<file path="src/rtl/instr_encoder.sv">
`default_nettype none
// +--------------------------------------------------------------------------+
// | Module   : instr_encoder                                                 |
// | Purpose  : Packs R-type fields into RV32 words with sequential addresses |
// | Revision : 1.0                                                           |
// +--------------------------------------------------------------------------+
module instr_encoder #(
  parameter int                ADDR_W    = 6,
  parameter logic [ADDR_W-1:0] BASE_ADDR = '0
) (
  input  logic              clk,
  input  logic              rst_n,
  input  logic              clear,
  input  logic              in_valid,
  output logic              in_ready,
  input  logic [6:0]        opcode,
  input  logic [4:0]        rd_add,
  input  logic [4:0]        rs1_add,
  input  logic [4:0]        rs2_add,
  input  logic [9:0]        ins_for_ALU,
  output logic              out_valid,
  input  logic              out_ready,
  output logic [31:0]       out_instr,
  output logic [ADDR_W-1:0] out_addr,
  output logic              full,
  output logic [ADDR_W:0]   word_count
);

  localparam logic [ADDR_W-1:0] c_last_addr = '1;
  localparam logic [ADDR_W:0]   c_max_count = {1'b1, {ADDR_W{1'b0}}};

  typedef enum logic [1:0] {
    S_EMPTY     = 2'd0,
    S_LOADED    = 2'd1,
    S_EXHAUSTED = 2'd2
  } state_t;

  state_t            r_state;
  logic              r_out_valid;
  logic [31:0]       r_out_instr;
  logic [ADDR_W-1:0] r_out_addr;
  logic [ADDR_W-1:0] r_wr_ptr;
  logic              r_full;
  logic [ADDR_W:0]   r_word_count;

  logic              w_accept;
  logic [31:0]       w_word;

  // No skid buffer: a new word is taken only if the output slot frees this cycle.
  assign in_ready = rst_n & ~r_full & (~r_out_valid | out_ready);
  assign w_accept = in_valid & in_ready;
  assign w_word   = {ins_for_ALU[9:3], rs2_add, rs1_add, ins_for_ALU[2:0], rd_add, opcode};

  always_ff @(posedge clk or negedge rst_n) begin
    if (!rst_n) begin
      r_state      <= S_EMPTY;
      r_out_valid  <= 1'b0;
      r_out_instr  <= '0;
      r_out_addr   <= '0;
      r_wr_ptr     <= BASE_ADDR;
      r_full       <= 1'b0;
      r_word_count <= '0;
    end else if (clear) begin
      r_state      <= S_EMPTY;
      r_out_valid  <= 1'b0;
      r_wr_ptr     <= BASE_ADDR;
      r_full       <= 1'b0;
      r_word_count <= '0;
    end else if (w_accept) begin
      r_out_valid <= 1'b1;
      r_out_instr <= w_word;
      r_out_addr  <= r_wr_ptr;
      r_wr_ptr    <= r_wr_ptr + ADDR_W'(1);
      if (r_word_count != c_max_count) begin
        r_word_count <= r_word_count + (ADDR_W+1)'(1);
      end
      // Issuing the top address exhausts the space; the pointer wraps but stays unused.
      if (r_wr_ptr == c_last_addr) begin
        r_full  <= 1'b1;
        r_state <= S_EXHAUSTED;
      end else begin
        r_state <= S_LOADED;
      end
    end else if (r_out_valid && out_ready) begin
      r_out_valid <= 1'b0;
      if (r_state != S_EXHAUSTED) begin
        r_state <= S_EMPTY;
      end
    end
  end

  assign out_valid  = r_out_valid;
  assign out_instr  = r_out_instr;
  assign out_addr   = r_out_addr;
  assign full       = r_full;
  assign word_count = r_word_count;

endmodule
`default_nettype wire
</file>
<file path="config.mk">
export PLATFORM = sky130hd
export DESIGN_NAME = instr_encoder
export DESIGN_NICKNAME = d
export VERILOG_FILES = /design/src/rtl/instr_encoder.sv
export SDC_FILE = /design/constraint.sdc
export NUM_CORES = 1
export LEC_CHECK = 0
export ABC_AREA = 1
export BUFFER_PORTS_ARGS = -buffer_cell sky130_fd_sc_hd__buf_2
export CORE_MARGIN = 10
export CORE_UTILIZATION = 40
export DETAILED_ROUTE_END_ITERATION = 8
export PLACE_DENSITY = 0.67
export SLEW_MARGIN = 15
export SYNTH_ARGS = -nofsm -noshare
export SYNTH_HDL_FRONTEND = slang
export SYNTH_SLANG_ARGS = --single-unit
</file>
<file path="constraint.sdc">
create_clock -name clk -period 1.5 [get_ports clk]
set_clock_uncertainty 0.05 [all_clocks]
set_input_delay 0.3 -clock clk [delete_from_list [all_inputs] [get_ports clk]]
set_output_delay 0.3 -clock clk [all_outputs]
set_load 0.02 [all_outputs]
</file>
Word-level counts from Yosys, hierarchy flattened

Cells that the tools add are included.
Widths: inputs -> output; s select.

Register bits: 53
Output and inout port bits: 48
Logic and storage cells: 36

Add/subtract/negate cells: 2
Eq/ne operators: 2
Multiplexer cells: 11
Bitwise operators: 7
Reduce and logical (&&, ||, !) cells: 8

Operators by type and width:

| cell                | count |
|---|---|
| $mux 7              | 3 |
| $mux 6              | 2 |
| $add 7x1->7 const B | 1 |
| $ne 7x7->1 const B  | 1 |
| $add 6x1->6 const B | 1 |
| $eq 6x6->1 const B  | 1 |
| $mux 1              | 6 |
| $reduce_and 2->1    | 3 |
| $reduce_bool 2->1   | 3 |
| $and 1x1->1         | 3 |
| $not 1->1           | 3 |
| $reduce_bool 3->1   | 1 |
| $logic_and 1x1->1   | 1 |
| $or 1x1->1          | 1 |

Depth between registers and ports, before layout

Depth after elaboration: 6
Mapped depth: 9

Least setup slack after synthesis

OpenSTA, ideal clock, no wires.

Path kind: flip-flop to flip-flop
From: reg r_word_count[0], in the netlist word_count[0]
To: reg r_word_count[6], in the netlist word_count[6]
Data arrival time: 1.298 ns
Data required time: 1.323 ns
Setup slack: 0.025 ns
Stages on the path, launching flop included: 10
Clock period less this slack: 1.475 ns
Cells stage by stage: dfrtp_1 > inv_1 > ha_1 > nand2_1 > nor2_1 > nand3_1 > nand2_1 > buf_6 > nand2_1 > o21ai_0

Word-level cells in the longest chain between the ends: 4

RTL lines:

| what                     | line | text |
|---|---|---|
| start: declaration       | 44   | `logic [ADDR_W:0] r_word_count;` |
| start signal: assignment | 75   | `r_word_count <= r_word_count + (ADDR_W+1)'(1);` |
| $add 7x1->7              | 75   |  |
| $mux 7                   | 74   | `if (r_word_count != c_max_count) begin` |
| $mux 7                   | 69   | `end else if (w_accept) begin` |
| $mux 7                   | 63   | `end else if (clear) begin` |

Several ways; a longest one is shown, not always the timed one. The select of a mux whose other input is x is not followed.
A chain may end at the register's enable or synchronous reset.

Final worst setup path

From: reg r_out_valid, in the netlist out_valid
To: out in_ready

Word-level cells in the longest chain between the ends: 3

RTL lines:

| what                     | line | text |
|---|---|---|
| start: declaration       | 39   | `logic r_out_valid;` |
| start signal: assignment | 57   | `r_out_valid <= 1'b0;` |
| start signal: assignment | 65   | `r_out_valid <= 1'b0;` |
| start signal: assignment | 70   | `r_out_valid <= 1'b1;` |
| $not 1->1                | 50   | `assign in_ready = rst_n & ~r_full & (~r_out_valid \| out_ready);` |
| $or 1x1->1               | 50   |  |
| $and 1x1->1              | 50   |  |
| end: declaration         | 15   | `output logic in_ready,` |

No other way between the ends.

==> impl_metrics.py <==
metrics = {
    "status": {
        "outcome": "finished clean",
    },
    "yosys": {
        "syn_avg_cell_area_sq_um": 8.51,
        "yosys.area.top_type": "dfrtp_1",
        "synth_top_area_share_pct": 56.7,
        "synthesis.nets": 315,
        "seq_area_frac_synth_pct": 56.7,
        "netlist_area_sq_mm": 0.00234,
        "synth_seq_cells": 53,
        "synth_area_leaders": "dfrtp_1, nand2_1, inv_1",
        "yosysWarningCount": 0,
        "synthDistinctLibCells": 24,
        "syn_inst": 275,
    },
    "power": {
        "clkPwrFrac_pct": 22.3,
        "intPower_w": 0.00236,
        "ir_drop_uv": 554,
        "p_leak_nw": 1.71,
        "swShare_pct": 34.6,
        "p_comb_share_pct": 28.1,
        "pwr_density_cell_mw_per_mm2": 1200,
        "power_frac_seq_pct": 49.7,
        "p_sw_w": 0.00125,
    },
    "floorplanning": {
        "die_area_sq_mm": 0.00931,
        "chipHeight_um": 96.5,
        "ioPinCount": 85,
        "num_rows": 27,
        "design.core.area_sq_mm": 0.00561,
        "die_w_um": 96.5,
        "initial_core_util_pct": 41.7,
    },
    "final_layout": {
        "fin_area_sq_mm": 0.00302,
        "layout_common_cells": "nand2_1, buf_2, dfrtp_1, inv_1, buf_4",
        "drive_gt1_share_pct": 32.4,
        "layout_commonest_cell": "nand2_1",
        "fillers": 567,
        "layout.nets": 412,
        "n_antenna_cell": 0,
        "final_core_utilization_pct": 53.8,
        "syn2layout_area_growth_pct": 29.0,
    },
    "route": {
        "finalWirelength_mm": 5.68,
        "viasPerCell": 4.53,
        "firstDrtPassIters": 4,
        "wl_per_cell_um": 12.8,
        "ant_nets": 0,
        "post-route-drc-count": 0,
        "drt_iter0_markers": 87,
        "num_vias": 2017,
    },
    "worst_setup_path": {
        "path_max_fanout": 2,
        "crit_path_end_kind": "output port",
        "start_kind": "flop",
        "critPathKind": "reg -> out",
        "r2r-end": "word_count[6]$_DFFE_PN0P_",
        "rrSetupSlack_ns": 0.09,
        "arrival_ns": 1.13,
        "cp.required_ns": 1.15,
        "r2r_cells": 8,
        "r2r-start": "word_count[0]$_DFFE_PN0P_",
    },
    "place": {
        "placed_cell_area_sq_mm": 0.00287,
        "gp_congestion": 0.783,
        "io_buffer_count": 84,
        "dp_hpwl_mm": 4.29,
    },
    "timing": {
        "setup_viol": 0,
        "tightest_slew_ns": 0.647,
        "rsz0062_at_grt": "true",
        "hold_viol": 0,
        "slew_headroom_pct": 56.9,
        "max_freq_mhz": 674,
        "drv_slew": 0,
        "period_needed_ns": 1.48,
        "timing.final.crit_share_pct": 98.9,
    },
    "clock_tree": {
        "clock_sinks": 53,
        "cts_root_buf": "clkbuf_8",
        "cts_buffer_depth": 2,
        "htree_num_levels": 2,
        "clkLatencyLatePin_ns": 0.30,
        "clkTransAtPathRegs_ns": 0.09,
        "cts_buffers": 5,
        "cts_tree": "done",
    },
    "global_route": {
        "grt_pass1_wl_mm": 9.23,
        "grt_usage_pct": 12.5,
        "grt_max_degree": 54,
        "grt_pass1_vias": 1922,
        "antenna_found_initial": 0,
        "gr-total-overflow": 0,
    },
    "hold_path": {
        "hp-class": "in -> async",
    },
    "job": {
        "timing.max_cap.violations": 0,
    },
}
[area by class of cell]
cell class | instances | area (sq um) | share of cell area (%)
timing repair buffer | 100 | 567 | 18.8
clock buffer | 6 | 72.6 | 2.40
tap | 72 | 90.1 | 2.98
inverter | 19 | 73.8 | 2.45
multi-input combinational | 193 | 875 | 29.0
sequential | 53 | 1330 | 44.0
clock inverter | 2 | 13.8 | 0.456
[routing by layer]
metal  track usage, %  vias up  wire [um]
li1                 -     1036          -
met1             15.4      918       2400
met2             20.5       54       2680
met3             3.78        9        520
met4             4.12        0         85
met5                0        -          0
[critical path, cell delays in order, from the launching register on]
cell,delay [ns]
dfrtp_1,0.38
nand2_2,0.07
buf_6,0.11
and2_4,0.14
buf_6,0.12
[state kept, by name, summed over array words and instances (netlist names)]
name / cells
out_instr: 32
word_count: 7
out_addr: 6
r_wr_ptr: 6
full: 1
out_valid: 1
[kinds of logic after synthesis]
logic type                 Yosys count  share of synthesized area [%]
adders and majority gates            3                           1.60
AOI/OAI and AO/OA                   18                           4.49
xor gates and xnor gates             1                          0.374
buffers and inverters               29                           6.52
and+or+nand+nor                    171                           30.4
DFF                                 53                           56.7
[synth_stat cells]
library cell,instances
inv_1,18
o21ai_1,5
xnor2_1,1
inv_2,1
o21ai_2,3
a21oi_1,1
dfrtp_1,53
nor2_4,2
o21ai_0,7
nand3_1,10
nand2_4,1
o21a_1,1
buf_2,5
nor3_1,2
nor2_1,10
ha_1,3
nand2_1,139
buf_6,5
and2_1,1
nand4_1,2
o22ai_1,1
nand3_4,1
nand3b_1,2
or2_2,1
[worst max path at each step]
stage,start,to,slack (ns)
floorplan,word_count[0]$_DFFE_PN0P_,word_count[6]$_DFFE_PN0P_,0.02
global placement,out_ready,r_wr_ptr[2]$_DFFE_PN0P_,-0.03
detailed placement,out_ready,out_addr[2]$_DFFE_PN0P_,-0.08
CTS,out_valid$_DFFE_PN0P_,in_ready,-0.02
global route,out_valid$_DFFE_PN0P_,in_ready,-0.05
finish,out_valid$_DFFE_PN0P_,in_ready,0.02
[metrics by stage]
step                power, W  hold slack, ns  TNS, ns  setup slack, ns  std cells
floorplan            0.00241         -0.0456        0           0.0249        275
global placement     0.00283           0.400   -0.316          -0.0350        433
global route         0.00386           0.118   -0.171          -0.0549        445
detailed placement   0.00284           0.403    -1.26          -0.0822        433
CTS                  0.00367           0.104  -0.0221          -0.0221        444
finish               0.00361          0.0798        0           0.0172        445
[power groups by stage]
stage / clock, W / sequential [W] / combinational, W
final: 0.000805 / 0.00179 / 0.00101
after global placement: 0 / 0.00182 / 0.00101
after floorplan: 0 / 0.00214 / 0.000265
after detailed placement: 0 / 0.00182 / 0.00102
after CTS: 0.000836 / 0.00179 / 0.00104
after global routing: 0.000905 / 0.00183 / 0.00113
[repair_timing]
action | CTS | global route
hold buffers | 0 | 0
resized for setup | 6 | 6
pin swaps | 1 | 2
setup buffers | 3 | 1
setup endpoints to repair | 6 | 41
Power figures use the tool's default switching activity.
